## src/rtl/alu_pkg.sv

```systemverilog
// Shared encodings for the ALU core: opcodes, flag bit positions and FSM states.
package alu_pkg;

   typedef enum logic [3:0] {
      OP_ADD = 4'd0,
      OP_SUB = 4'd1,
      OP_AND = 4'd2,
      OP_OR  = 4'd3,
      OP_SHL = 4'd4,
      OP_SHR = 4'd5,
      OP_DEC = 4'd6,
      OP_INC = 4'd7,
      OP_XOR = 4'd8,
      OP_CMP = 4'd9,
      OP_ADC = 4'd10,
      OP_SBB = 4'd11,
      OP_MUL = 4'd12
   } alu_op_e;

   localparam int FLAG_Z = 0;
   localparam int FLAG_C = 1;
   localparam int FLAG_V = 2;
   localparam int FLAG_S = 3;

   typedef enum logic {
      ST_IDLE = 1'b0,
      ST_MUL  = 1'b1
   } alu_state_e;

endpackage

```

## src/rtl/alu_mul_seq.sv

```systemverilog
// Iterative shift-add multiplier: one multiplier bit per cycle, WIDTH cycles per product.
module alu_mul_seq #(
   parameter int WIDTH = 8
) (
   input  logic                 clk,
   input  logic                 rst_n,
   input  logic                 start,
   input  logic [WIDTH-1:0]     a,
   input  logic [WIDTH-1:0]     b,
   output logic                 done,
   output logic [2*WIDTH-1:0]   product
);

   localparam int CW = $clog2(WIDTH);

   logic [2*WIDTH-1:0] mcand_q;
   logic [2*WIDTH-1:0] acc_q;
   logic [2*WIDTH-1:0] acc_d;
   logic [WIDTH-1:0]   mplier_q;
   logic [CW-1:0]      cnt_q;
   logic               run_q;

   // done and product are presented combinationally during the final iteration
   assign acc_d   = acc_q + (mplier_q[0] ? mcand_q : '0);
   assign done    = run_q && (cnt_q == CW'(WIDTH - 1));
   assign product = acc_d;

   always_ff @(posedge clk or negedge rst_n) begin
      if (!rst_n) begin
         mcand_q  <= '0;
         acc_q    <= '0;
         mplier_q <= '0;
         cnt_q    <= '0;
         run_q    <= 1'b0;
      end else if (start) begin
         mcand_q  <= {{WIDTH{1'b0}}, a};
         acc_q    <= '0;
         mplier_q <= b;
         cnt_q    <= '0;
         run_q    <= 1'b1;
      end else if (run_q) begin
         acc_q    <= acc_d;
         mcand_q  <= mcand_q << 1;
         mplier_q <= mplier_q >> 1;
         cnt_q    <= cnt_q + CW'(1);
         if (done) run_q <= 1'b0;
      end
   end

endmodule

```

## src/rtl/alu_core.sv

```systemverilog
// Valid/ready ALU: single-cycle ops complete on the accept edge, MUL runs on alu_mul_seq.
module alu_core #(
   parameter int WIDTH = 8,
   parameter int SHW   = $clog2(WIDTH) + 1
) (
   input  logic             clk,
   input  logic             rst_n,
   input  logic             in_valid,
   output logic             in_ready,
   input  logic [3:0]       op,
   input  logic [WIDTH-1:0] a,
   input  logic [WIDTH-1:0] b,
   output logic             out_valid,
   input  logic             out_ready,
   output logic [WIDTH-1:0] result,
   output logic [3:0]       flags,
   output logic             busy
);

   import alu_pkg::*;

   localparam int M = WIDTH - 1;

   alu_state_e         state_q;
   logic [WIDTH-1:0]   result_q;
   logic [3:0]         flags_q;
   logic               out_valid_q;

   logic               accept;
   logic               mul_start;
   logic               mul_done;
   logic [2*WIDTH-1:0] mul_prod;
   logic [3:0]         mul_flg;

   logic [WIDTH-1:0]   b_sel;
   logic               cin;
   logic [WIDTH:0]     add_w, sub_w, shl_w, shr_w;
   logic               add_v, sub_v;
   logic [WIDTH-1:0]   res_c;
   logic               c_c, v_c, z_c, s_c;
   logic [3:0]         flg_c;

   assign in_ready  = (state_q == ST_IDLE) && (!out_valid_q || out_ready);
   assign accept    = in_valid && in_ready;
   assign mul_start = accept && (op == OP_MUL);
   assign busy      = (state_q == ST_MUL);
   assign out_valid = out_valid_q;
   assign result    = result_q;
   assign flags     = flags_q;

   alu_mul_seq #(.WIDTH(WIDTH)) u_mul (
      .clk     (clk),
      .rst_n   (rst_n),
      .start   (mul_start),
      .a       (a),
      .b       (b),
      .done    (mul_done),
      .product (mul_prod)
   );

   always_comb begin
      mul_flg         = '0;
      mul_flg[FLAG_Z] = (mul_prod[M:0] == '0);
      mul_flg[FLAG_C] = |mul_prod[2*WIDTH-1:WIDTH];
      mul_flg[FLAG_V] = |mul_prod[2*WIDTH-1:WIDTH];
      mul_flg[FLAG_S] = mul_prod[M];
   end

   // Shared adder/subtractor; INC/DEC reuse it with an operand of 1
   always_comb begin
      b_sel = ((op == OP_INC) || (op == OP_DEC)) ? WIDTH'(1) : b;
      cin   = ((op == OP_ADC) || (op == OP_SBB)) ? flags_q[FLAG_C] : 1'b0;
      add_w = {1'b0, a} + {1'b0, b_sel} + {{WIDTH{1'b0}}, cin};
      sub_w = {1'b0, a} - {1'b0, b_sel} - {{WIDTH{1'b0}}, cin};
      add_v = (a[M] == b_sel[M]) && (add_w[M] != a[M]);
      sub_v = (a[M] != b_sel[M]) && (sub_w[M] != a[M]);
      // One guard bit catches the last bit shifted out; large amounts shift to zero
      shl_w = {1'b0, a} << b[SHW-1:0];
      shr_w = {a, 1'b0} >> b[SHW-1:0];

      res_c = '0;
      c_c   = 1'b0;
      v_c   = 1'b0;
      case (op)
         OP_ADD, OP_ADC, OP_INC: begin
            res_c = add_w[M:0];
            c_c   = add_w[WIDTH];
            v_c   = add_v;
         end
         OP_SUB, OP_SBB, OP_DEC: begin
            res_c = sub_w[M:0];
            c_c   = sub_w[WIDTH];
            v_c   = sub_v;
         end
         OP_CMP: begin
            res_c = a;
            c_c   = sub_w[WIDTH];
            v_c   = sub_v;
         end
         OP_AND: res_c = a & b;
         OP_OR:  res_c = a | b;
         OP_XOR: res_c = a ^ b;
         OP_SHL: begin
            res_c = shl_w[M:0];
            c_c   = shl_w[WIDTH];
         end
         OP_SHR: begin
            res_c = shr_w[WIDTH:1];
            c_c   = shr_w[0];
         end
         default: ;
      endcase

      z_c = (res_c == '0);
      s_c = res_c[M];
      if (op == OP_CMP) begin
         z_c = (a == b);
         s_c = sub_w[M];
      end

      flg_c         = '0;
      flg_c[FLAG_Z] = z_c;
      flg_c[FLAG_C] = c_c;
      flg_c[FLAG_V] = v_c;
      flg_c[FLAG_S] = s_c;
   end

   always_ff @(posedge clk or negedge rst_n) begin
      if (!rst_n) begin
         state_q     <= ST_IDLE;
         result_q    <= '0;
         flags_q     <= '0;
         out_valid_q <= 1'b0;
      end else begin
         if (out_valid_q && out_ready) out_valid_q <= 1'b0;
         case (state_q)
            ST_IDLE: begin
               if (accept) begin
                  if (op == OP_MUL) begin
                     state_q <= ST_MUL;
                  end else begin
                     result_q    <= res_c;
                     flags_q     <= flg_c;
                     out_valid_q <= 1'b1;
                  end
               end
            end
            ST_MUL: begin
               if (mul_done) begin
                  result_q    <= mul_prod[M:0];
                  flags_q     <= mul_flg;
                  out_valid_q <= 1'b1;
                  state_q     <= ST_IDLE;
               end
            end
            default: state_q <= ST_IDLE;
         endcase
      end
   end

endmodule

```

## config.mk

```make
export PLATFORM = sky130hd
export DESIGN_NAME = alu_core
export DESIGN_NICKNAME = d
export VERILOG_FILES = /design/src/rtl/alu_pkg.sv /design/src/rtl/alu_mul_seq.sv /design/src/rtl/alu_core.sv
export SDC_FILE = /design/constraint.sdc
export NUM_CORES = 1
export LEC_CHECK = 0
export CAP_MARGIN = 15
export CORE_MARGIN = 2
export CORE_UTILIZATION = 58
export CTS_BUF_LIST = sky130_fd_sc_hd__clkbuf_16
export DETAILED_ROUTE_END_ITERATION = 8
export GPL_TIMING_DRIVEN = 0
export PLACE_DENSITY = 0.78
export SLEW_MARGIN = 20
export SYNTH_ARGS = -nofsm -noshare
export SYNTH_HDL_FRONTEND = slang
export SYNTH_HIERARCHICAL = 1
export SYNTH_SLANG_ARGS = --single-unit
```

## constraint.sdc

```tcl
create_clock -name clk -period 6.9 [get_ports clk]
set_input_delay 2.07 -clock clk [delete_from_list [all_inputs] [get_ports clk]]
set_output_delay 2.07 -clock clk [all_outputs]
set_load 0.005 [all_outputs]
```

==> results by group <==
STA
  • Slew Viols, Final: 0
  • Period utilization: 0.925
  • RSZ-0062 raised after global routing: false
  • Final hold vios: 0
  • Hold Slack: 0.479 ns
  • Final Setup Violations: 0
  • Slew headroom: 0.401
  • Fmax: approximately 160 MHz
  • Setup TNS: 0 ns
  • Tmin final: 6.38 ns
  • Clock Skew: 0.00693 ns
  • Slew @ Worst Pin: 0.897 ns

Clock network
  • Skew-Pair Late Insertion Delay: around 0.32 ns
  • Cts hold-fix bufs: 0
  • Cts repair resizes: 0
  • CTS tree: built
  • Clock-pin slew on the worst setup and hold paths: 0.05 ns
  • CTS Sinks: 58
  • Cts bufs inserted: 9
  • Clock Tree Root: clkbuf_16
  • H-tree levels: 3
  • CTS max path bufs: 2
  • Post-CTS Setup Inserts: 0

Detailed routing
  • Drt drc: 0
  • Antenna viol nets, final: 0
  • Routed len/inst: 19.4 µm
  • Drt first-iter violations: 375
  • Routed vias: 5503
  • DRT Pass-1 Iters: 5
  • Avg Vias per Cell: between 6 and 7
  • Detailed Route WL: 16700 µm

Flow run
  • Max-cap viol count: 0

Yosys
  • Syn_nets: 757
  • Post-Syn Instances: a little under 700
  • Synthesis warning total: 6
  • Unique masters post-synth: 82
  • Syn avg cell area: 8.76 µm²
  • Post-Syn Area: approximately 0.0059 mm²
  • Post-synthesis sequential area ratio: 0.246
  • Yosys reg bits: 58
  • EDFF count, synth: 0
  • Synth Flop Type: dfrtp_1
  • Post-synthesis async set-or-reset flop share: 1.00

Placed design
  • DP HPWL: 12900 µm
  • Gpl congestion: approximately 0.99
  • Port Buf Inserts: 38

Floorplanning
  • Rows: 36
  • Die extent in y: 105 µm
  • Die X: 105 µm
  • Die area: about 0.011 mm²
  • Starting density of the core: 0.600
  • Core Footprint: around 0.0098 mm²
  • Ports: 39

Critical path
  • Worst setup path startpoint: op[2]
  • Crit path max fanout: 10
  • Critical path class: primary input to flop
  • Worst Path Required: 7.12 ns
  • Crit end category: flop
  • Reg2Reg Setup Slack: ~2.7 ns
  • Crit path arrival time: 6.60 ns
  • CP max stage delay: around 0.6 ns
  • Worst-path cell chain: clkdlybuf4s50_1 -> clkbuf_1 -> clkbuf_1 -> nand4b_1 -> inv_1 -> fa_1 -> inv_1 -> ha_1 -> o21ai_0 -> a2111oi_0 -> a211oi_1 -> nor2_1 -> a2111oi_2 -> nand2_1 -> o41ai_2
  • Reg2Reg Depth: 14
  • Startpoint types: primary input
  • Worst Setup EP: flags[0]
  • Worst R2R End: flags[1]
  • Crit-path slowest cell: clkdlybuf4s50_1
  • R2R Path Start: u_mul/mplier_q[0]

Pwr
  • Pleak: around 2.7 nW
  • Peak VDD IR: 0.000263 V
  • PD cells: 336 mW/mm²

Hold path
  • Worst hold path type: flop to flop
  • HP Start: result[3]

Final layout
  • Most frequent cells in the layout: dfrtp_1 (58), ha_1 (55), nand2_1 (50)
  • Diode count: 0
  • Commonest non-fill, non-tap cell in the layout: dfrtp_1
  • Syn-to-layout area delta: 14.6%
  • Nets: approximately 800
  • Layout cell share with drive strength beyond 1: 0.0839
  • Utilization after layout: 0.688

Run status
  • Outcome: finished clean

Global routing
  • Initial antenna violation count: 0
  • Largest net degree at the start of global routing: 59
  • Remaining Overflow, GRT: 0
  • Global Route Usage Sum: 0.308
  • First-pass GRT wire length: about 27000 µm
  • Vias in the first global route: 5212
[through the flow]
step                setup slack, ns  power (mW)  cells  cell area (µm²)
finish                        0.516        2.27    860             6760
global route                  0.271        2.43    860             6760
CTS                           0.683        2.26    860             6750
detailed placement            0.344        1.78    844             6440
global placement              0.440        1.75    844             6440
floorplan                      1.70        1.44    673             5900
[critical path: cells and delay by family]
| kind | cells | cell delay, ns |
|---|---|---|
| and+or+nand+nor | 3 | 0.53 |
| AOI/OAI and AO/OA | 5 | 1.66 |
| buffers and inverters | 5 | 1.62 |
| adders and majority gates | 2 | 0.71 |
[layer usage]
metal	GRT usage	vias to the layer above	routed length, µm
met2	0.458	246	7340
met3	0.0805	41	1470
met5	0	-	0
met1	0.439	2658	7450
li1	-	2558	-
met4	0.100	0	451
[cells in the mapped netlist (7+ instances only)]
library cell / instances / area share
a21o_1: 10 / 0.013
ha_1: 55 / 0.12
nor3_1: 11 / 0.0093
mux2i_1: 43 / 0.073
nor2_1: 48 / 0.031
a21oi_1: 44 / 0.037
xor2_1: 7 / 0.010
mux4_2: 8 / 0.031
xnor2_1: 20 / 0.030
nor2b_1: 12 / 0.013
o21ai_0: 35 / 0.030
nand2_1: 50 / 0.032
clkbuf_1: 27 / 0.017
nand3_1: 12 / 0.010
and2_1: 20 / 0.021
nand2b_1: 11 / 0.012
inv_1: 38 / 0.024
dfrtp_1: 58 / 0.25
a211oi_1: 9 / 0.011
mux2_2: 7 / 0.013
[flip-flops by register name, summed over array words and instances, names as in the netlist]
| signal | count |
|---|---|
| u_mul/cnt_q | 3 |
| busy | 1 |
| u_mul/mplier_q | 8 |
| u_mul/run_q | 1 |
| u_mul/mcand_q | 16 |
| flags | 4 |
| u_mul/acc_q | 16 |
| result | 8 |
| out_valid | 1 |
[cell families (layout without fill, tap and decap cells)]
group                    Yosys count  count (layout)  share of synthesized area
AND/OR/NAND/NOR                  208             208                      0.187
buffers and inverters             80             134                     0.0590
multiplexers                      60              60                      0.121
AO/OA/AOI/OAI                    180             180                      0.213
flip-flops                        58              58                      0.246
XOR/XNOR                          27              27                     0.0401
adder cells (fa/ha/maj)           60              60                      0.134
[worst min-delay path by stage]
stage                      end  slack [ns]  cells past startpoint
5_1_grt              result[3]        0.52                      1
3_5_place_dp         result[3]        0.47                      1
6_report             result[3]        0.48                      1
2_1_floorplan  u_mul/acc_q[12]        0.47                      2
4_1_cts              result[3]        0.48                      1
3_3_place_gp         result[3]        0.46                      1
[where the power goes]
group | total [mW] | leakage (nW) | internal, mW | switching, mW
Clock | 0.463 | 0.154 | 0.311 | 0.151
Combinational | 1.29 | 1.93 | 0.584 | 0.703
Sequential | 0.520 | 0.614 | 0.447 | 0.0730
[area by class of cell]
cell class / count / area (µm²)
plain buffers: 41 / 201
clock buffers: 9 / 225
clock inverters: 7 / 85.1
fillers: 821 / 3060
inverters: 39 / 146
multi-input cells: 535 / 4100
flip-flops and latches: 58 / 1450
well taps: 133 / 166
repair buffers: 38 / 378
Note: power is estimated with default switching activity, not from simulation.
